[src/rtl/alu_serial_seq.sv]
// Bit-serial N-bit ALU sequencer around a 1-bit ALU slice.
// Feeds one operand bit per clock (LSB first), carries between cycles and
// shifts each result bit into a result register; start/busy/done handshake.

// 1-bit ALU slice: 00 NOR, 01 XOR, 10 ADD, 11 SUB (B inverted inside the slice).
module alu1bit (
  input  logic       a,
  input  logic       b,
  input  logic       cin,
  input  logic [1:0] op,
  output logic       s,
  output logic       cout
);
  logic bx;

  // slice function; carry only meaningful for ADD/SUB
  always_comb begin
    bx   = (op == 2'b11) ? ~b : b;
    s    = 1'b0;
    cout = 1'b0;
    case (op)
      2'b00:   s = ~(a | b);
      2'b01:   s = a ^ b;
      default: begin
        s    = a ^ bx ^ cin;
        cout = (a & bx) | (a & cin) | (bx & cin);
      end
    endcase
  end
endmodule

module alu_serial_seq #(
  parameter int WIDTH = 8
) (
  input  logic             clk,
  input  logic             rst,
  input  logic             start,
  input  logic [1:0]       op,
  input  logic [WIDTH-1:0] a,
  input  logic [WIDTH-1:0] b,
  output logic             busy,
  output logic             done,
  output logic [WIDTH-1:0] result,
  output logic             cout,
  output logic             ovf,
  output logic             zero
);
  localparam int CW = $clog2(WIDTH + 1);
  localparam logic [CW-1:0] CNT_FIN = CW'(WIDTH);
  localparam logic [CW-1:0] CNT_MSB = CW'(WIDTH - 1);
  localparam logic [1:0]    OP_SUB  = 2'b11;

  typedef enum logic [1:0] {S_IDLE, S_RUN, S_DONE} state_t;

  state_t           state_q, state_d;
  logic [CW-1:0]    cnt_q, cnt_d;
  logic             carry_q, carry_d;
  logic             cmsb_q, cmsb_d;
  logic [WIDTH-1:0] a_sh_q, a_sh_d, b_sh_q, b_sh_d, res_sh_q, res_sh_d;
  logic [1:0]       op_q, op_d;
  logic             busy_q, busy_d, done_q, done_d;
  logic [WIDTH-1:0] result_q, result_d;
  logic             cout_q, cout_d, ovf_q, ovf_d, zero_q, zero_d;
  logic             sl_s, sl_cout;

  alu1bit u_slice (
    .a    (a_sh_q[0]),
    .b    (b_sh_q[0]),
    .cin  (carry_q),
    .op   (op_q),
    .s    (sl_s),
    .cout (sl_cout)
  );

  // next-state: accept in IDLE, one bit per RUN edge, then a finalize edge into DONE
  always_comb begin
    state_d  = state_q;
    cnt_d    = cnt_q;
    carry_d  = carry_q;
    cmsb_d   = cmsb_q;
    a_sh_d   = a_sh_q;
    b_sh_d   = b_sh_q;
    res_sh_d = res_sh_q;
    op_d     = op_q;
    busy_d   = busy_q;
    done_d   = 1'b0;
    result_d = result_q;
    cout_d   = cout_q;
    ovf_d    = ovf_q;
    zero_d   = zero_q;
    case (state_q)
      S_IDLE: begin
        if (start) begin
          a_sh_d  = a;
          b_sh_d  = b;
          op_d    = op;
          carry_d = (op == OP_SUB);
          cnt_d   = '0;
          busy_d  = 1'b1;
          state_d = S_RUN;
        end
      end
      S_RUN: begin
        if (cnt_q == CNT_FIN) begin
          // all bits done: publish result and flags (arith flags only for ADD/SUB)
          busy_d   = 1'b0;
          done_d   = 1'b1;
          result_d = res_sh_q;
          cout_d   = op_q[1] & carry_q;
          ovf_d    = op_q[1] & (cmsb_q ^ carry_q);
          zero_d   = (res_sh_q == '0);
          state_d  = S_DONE;
        end else begin
          res_sh_d = {sl_s, res_sh_q[WIDTH-1:1]};
          a_sh_d   = a_sh_q >> 1;
          b_sh_d   = b_sh_q >> 1;
          carry_d  = sl_cout;
          // carry into the MSB is needed for signed overflow
          if (cnt_q == CNT_MSB) cmsb_d = carry_q;
          cnt_d    = cnt_q + 1'b1;
        end
      end
      default: begin
        busy_d  = 1'b0;
        state_d = S_IDLE;
      end
    endcase
  end

  // state and registered outputs; reset discards any partial run
  always_ff @(posedge clk) begin
    if (rst) begin
      state_q  <= S_IDLE;
      cnt_q    <= '0;
      carry_q  <= 1'b0;
      cmsb_q   <= 1'b0;
      a_sh_q   <= '0;
      b_sh_q   <= '0;
      res_sh_q <= '0;
      op_q     <= '0;
      busy_q   <= 1'b0;
      done_q   <= 1'b0;
      result_q <= '0;
      cout_q   <= 1'b0;
      ovf_q    <= 1'b0;
      zero_q   <= 1'b0;
    end else begin
      state_q  <= state_d;
      cnt_q    <= cnt_d;
      carry_q  <= carry_d;
      cmsb_q   <= cmsb_d;
      a_sh_q   <= a_sh_d;
      b_sh_q   <= b_sh_d;
      res_sh_q <= res_sh_d;
      op_q     <= op_d;
      busy_q   <= busy_d;
      done_q   <= done_d;
      result_q <= result_d;
      cout_q   <= cout_d;
      ovf_q    <= ovf_d;
      zero_q   <= zero_d;
    end
  end

  assign busy   = busy_q;
  assign done   = done_q;
  assign result = result_q;
  assign cout   = cout_q;
  assign ovf    = ovf_q;
  assign zero   = zero_q;
endmodule

[config.mk]
export PLATFORM = sky130hd
export DESIGN_NAME = alu_serial_seq
export DESIGN_NICKNAME = d
export VERILOG_FILES = /design/src/rtl/alu_serial_seq.sv
export SDC_FILE = /design/constraint.sdc
export NUM_CORES = 1
export LEC_CHECK = 0
export BUFFER_PORTS_ARGS = -buffer_cell sky130_fd_sc_hd__buf_2
export CAP_MARGIN = 0
export CORE_ASPECT_RATIO = 1.2
export CORE_MARGIN = 2
export CORE_UTILIZATION = 30
export DETAILED_ROUTE_END_ITERATION = 10
export SYNTH_ARGS = -nofsm -noshare
export SYNTH_HDL_FRONTEND = slang
export SYNTH_SLANG_ARGS = --single-unit
[constraint.sdc]
create_clock -name clk -period 1.85 [get_ports clk]
set_input_delay 0.0925 -clock clk [delete_from_list [all_inputs] [get_ports clk]]
set_output_delay 0.0925 -clock clk [all_outputs]
set_load 0.005 [all_outputs]
* After elaboration in Yosys (flattened, before gate mapping) *
Index checks and enable logic that the tools add are counted.

word-level totals
  register bits after elaboration = 47
  bits in latches = 0
  memory bits (writable) = 0
  ROM bits = 0
  output and inout port bits = 13
  logic and storage cells = 74
  memories kept = 0

cells by class
  add/sub/neg operators = 1
  multiply operators = 0
  divide/modulo/power cells = 0
  magnitude comparators = 0
  eq/ne operators = 9
  shift-type cells = 0
  multiplexer cells = 22
  bitwise operators = 16
  reduce and logical (&&, ||, !) cells = 12

operators with widths
  cell                   number
  $mux W8                4
  $pmux W8 S2            2
  $logic_not A8 Y1       1
  $mux W4                2
  $pmux W4 S2            1
  $reduce_and A2 Y1      4
  $mux W1                7
  $ne A2 B2 Y1 const B   3
  $pmux W1 S2            3
  $reduce_and A3 Y1      2
  $and A1 B1 Y1          5
  $add A4 B1 Y4 const B  1
  $eq A2 B1 Y1 const B   2
  $eq A2 B2 Y1 const B   2
  $eq A4 B3 Y1 const B   1
  $eq A4 B4 Y1 const B   1
  $logic_not A2 Y1       2
  $mux W2                2
  $not A1 Y1             4
  $pmux W2 S2            1
  $reduce_or A2 Y1       2
  $xor A1 B1 Y1          4
  $or A1 B1 Y1           3
  $reduce_bool A2 Y1     1

* Depth between registers and ports, before layout *
  depth after elaboration = 8
  depth in mapped cells = 7

* Hierarchy *
Synthesis repeated with hierarchy kept, for this count alone.

second synthesis, totals
  cell total of the unflattened synthesis = 251
  area, all modules = 2152.1 sq um

by module, submodules not included
  module          instances  cells each  area an instance (sq um)
  alu_serial_seq  1          241         2074.5
  alu1bit         1          10          77.6

* Least setup slack after synthesis *
Ideal clock, no wire load.

  kind = reg-to-reg
  start = register cnt_q[0]
  end = register a_sh_q[5]
  library setup time = 145 ps
  arrival time = 1327 ps
  slack = 378 ps
  stages on the path, launching flop included = 8
  path buffers = 2
  path through = dfxtp_1 > inv_1 > ha_1 > and4b_1 > buf_6 > nor2_4 > buf_6 > a311oi_2

on the way
  cells in the longest elaborated chain, start to end = 3

RTL lines
  item                         line  source
  from (decl)                  56    logic [CW-1:0] cnt_q, cnt_d;
  from (signal assigned)       149   cnt_q <= cnt_d;
  $eq A4 B4 Y1                 104   if (cnt_q == CNT_FIN) begin
  $ne A2 B2 Y1 (no line)       n/a
  $reduce_and A3 Y1 (no line)  n/a
  to (signal assigned)         152   a_sh_q <= a_sh_d;
  to (decl)                    59    logic [WIDTH-1:0] a_sh_q, a_sh_d, b_sh_q, b_sh_d, res_sh_q, res_sh_d;

No other way between the ends.
A chain may end at the register's enable or synchronous reset.

* Worst setup path in the final report *
  start = register op_q[1]
  end = register res_sh_q[7]

on the way
  cells in the longest elaborated chain, start to end = 5

RTL lines
  item                         line  source
  from (decl)                  60    logic [1:0] op_q, op_d;
  from (signal assigned)       155   op_q <= op_d;
  $eq A2 B2 Y1                 18    bx = (op == 2'b11) ? ~b : b;
  $mux W1                      18
  $xor A1 B1 Y1 (2 in series)  25    s = a ^ bx ^ cin;
  $pmux W1 S2 *                21    case (op)
  to (signal assigned)         154   res_sh_q <= res_sh_d;
  to (decl)                    59

Mark *: on every way between the ends. The rest lies on a longest branch, timed or not.

==> summary.txt <==
Logic synthesis
  • Post-synth cell types: 39
  • Average cell area after synthesis: 8.77 µm²
  • Post-synthesis sequential area ratio: 42.9%
  • Area leader, netlist: dfxtp_1
  • Yosys warns: 0
  • Number of synthesized flops with an enable pin: 0
  • Cell area after synthesis: 2190 µm²
  • Synth top area share: 42.9%
  • Most common cell in the netlist: dfxtp_1
  • Post-synth ARST share: 0%
  • Synth top area cells: dfxtp_1, a21oi_1, a311oi_2
  • Most common library cells after synthesis: dfxtp_1, a21oi_1, nand2_1
  • Yosys reg bits: 47
  • Syn nets: 275
  • Top_reg_cell synth: dfxtp_1
  • Post-Syn Instances: 250

Flow run
  • Max-Cap Viols: 0

Global route
  • Initial antenna violation count: 0
  • Gr usage total: 13.1%
  • First-pass GRT wire length: 8.42 mm
  • Vias in the first global route: 1,813
  • Largest net degree at the start of global routing: 38
  • GR Overflow Total: 0

Cells and area
  • Area delta synth->final: 13.8%
  • Share of cells above drive strength 1: 23.0%
  • Final #Nets: 298
  • ANT cells: 0
  • Filler instances: 759

Power
  • Overall power: 1.95 mW
  • Cell internal pwr: 1.42 mW
  • Combinational fraction of design power: 12.6%
  • Clk network pwr share: 31.5%
  • Power per standard cell area: 780 nW/µm²
  • Max VDD drop: 341 µV
  • Sequential Power Share: 56.0%
  • P_leak: 0.915 nW
  • Sw Pwr: 0.522 mW
  • Switch share: 26.8%

Clocking
  • CTS clk-pin slew, worst paths: 0.09 ns
  • Hold_buf cts: 0
  • CTS tree: done
  • CTS resizes: 0
  • Clock sinks: 47
  • Root Driver: clkbuf_8
  • Max Buffers Root-to-Sink: 2
  • CTS H-tree lvls: 2
  • Postcts setup bufs: 0
  • Num CTS Buffers: 5
  • Worst-skew pair later-pin latency: 0.30 ns

STA
  • Fin. max-slew vios: 0
  • Hold_ws: 0.0334 ns
  • Final Setup Violations: 0
  • Unrepaired setup endpoints after global routing: no
  • Tcrit/Tclk final: 88.4%
  • Clk_skew: 0.00645 ns
  • Post-route setup TNS: 0 ns
  • Worst-Margin Slew: 0.724 ns
  • Tmin final: 1.64 ns
  • Endpoints failing hold: 0
  • Achievable Freq: 0.612 GHz
  • Max_slew headroom: 51.7%

Floorplanning
  • Die width: 82.0 µm
  • Die Area: 8010 µm²
  • Row Count: 34
  • I/O pin count: 34
  • Die Height: 97.6 µm
  • Core box area: 7150 µm²
  • Initial Util: 30.7%

Worst setup path
  • Crit start category: register
  • Crit path max-delay family: adder cells
  • Worst EP required: 2.05 ns
  • Critical path class: register to register
  • Arr. time, crit path: 1.84 ns
  • Cell with the largest stage delay on the worst path: fa_1
  • CP Capture Type: register
  • Crit-path cells: nand2_1 > xnor2_1 > fa_1 > mux2i_1 > o41ai_1
  • WP buf/inv: 0
  • Slowest cell delay on critical path: 0.49 ns
  • Crit path max fanout: 6

Drt
  • Mean routed wirelength per cell: 14.1 µm
  • DRC Markers: 0
  • Vias: 1,894
  • Starting DRT DRC Count: 117
  • DRT Wirelength: 5.15 mm
  • Drt pass-1 iters: 4
  • Avg Vias per Cell: 5.20
  • DRT antenna net count: 0

Min path
  • Tightest Hold Check Type: input pin to register

Place
  • Buffers added on ports: 33
  • Hpwl dp: 3.22 mm
  • RePlAce Congestion: 0.729

Run status
  • Status: finished clean
-- power groups by stage --
stage | Sequential, mW | Clock, mW | Combinational [mW]
2_1_floorplan | 1.10 | 0 | 0.184
4_1_cts | 1.09 | 0.635 | 0.246
6_report | 1.09 | 0.612 | 0.244
3_5_place_dp | 1.11 | 0 | 0.245
3_3_place_gp | 1.11 | 0 | 0.241
5_1_grt | 1.10 | 0.674 | 0.270
-- layout make-up --
class / instances / area [µm²] / area share (%)
Clock buffer: 6 / 72.6 / 2.91
Sequential cell: 47 / 941 / 37.7
Tap cell: 90 / 113 / 4.51
Inverter: 6 / 22.5 / 0.903
Clock inverter: 2 / 12.5 / 0.502
Multi-Input combinational cell: 173 / 1090 / 43.7
Timing Repair Buffer: 40 / 243 / 9.73
-- stage by stage --
stage                     worst slack (ns)  util [%]  std cells  cell area (µm²)
after floorplan                      0.378         -        250             2190
after global placement               0.256      33.7        356             2410
after detailed placement             0.211      33.7        356             2410
after CTS                            0.206      34.9        364             2490
after global routing                0.0193      34.9        364             2490
final                                0.215      34.9        364             2490
-- cells in the final DEF, fill, tap and decap left out, types with 2 or more instances in the layout --
cell,netlist,final
dfxtp_1,47,47
a21oi_1,40,40
buf_2,7,33
nand2_1,32,32
o21ai_0,25,25
nand3_1,20,20
a311oi_2,10,10
inv_1,6,6
a311oi_1,5,5
clkbuf_8,0,5
buf_4,7,5
nand4_1,4,4
mux2i_1,3,3
nor3_1,3,3
ha_1,3,3
nand4b_1,2,2
nor2_1,2,2
o31ai_1,2,2
nor2b_1,3,2
nor4_1,2,2
buf_12,0,2
-- tightest hold or removal path: stages --
cell     delay (ns)
buf_2          0.10
nand2_1        0.04
a21oi_1        0.05
-- cells by family (layout without fill, tap and decap cells) --
family,count (synthesis),count (layout),share of synthesized area [%]
flip-flops,47,47,42.9
buffers and inverters,30,54,7.42
XOR/XNOR,2,2,0.799
adder cells (fa/ha/maj),4,4,2.63
multiplexers,4,4,1.88
AO/OA/AOI/OAI,86,86,26.0
AND/OR/NAND/NOR,77,77,18.3
-- path summary, 6_finish.rpt --
kind                  start           to  slack [ns]  depth (start not counted)
hold reg to reg   result[6]    result[6]        0.48                          2
setup reg to reg    op_q[1]  res_sh_q[7]        0.21                          5
setup / recovery    op_q[1]  res_sh_q[7]        0.21                          5
hold / removal         b[7]    b_sh_q[7]        0.03                          3
-- state kept, by name, indices dropped and copies added (netlist names) --
| name | cells |
|---|---|
| a_sh_q | 8 |
| b_sh_q | 8 |
| res_sh_q | 8 |
| result | 8 |
| cnt_q | 4 |
| op_q | 2 |
| state_q | 2 |
| busy | 1 |
| carry_q | 1 |
| cmsb_q | 1 |
| cout | 1 |
| done | 1 |
| ovf | 1 |
| zero | 1 |
-- per-layer routing --
metal | track usage, % | wire (µm)
met1 | 17.4 | 2480
met2 | 20.9 | 2380
met3 | 3.07 | 268
met4 | 3.46 | 22
met5 | 0 | 0
(Power assumes the default switching activity.)
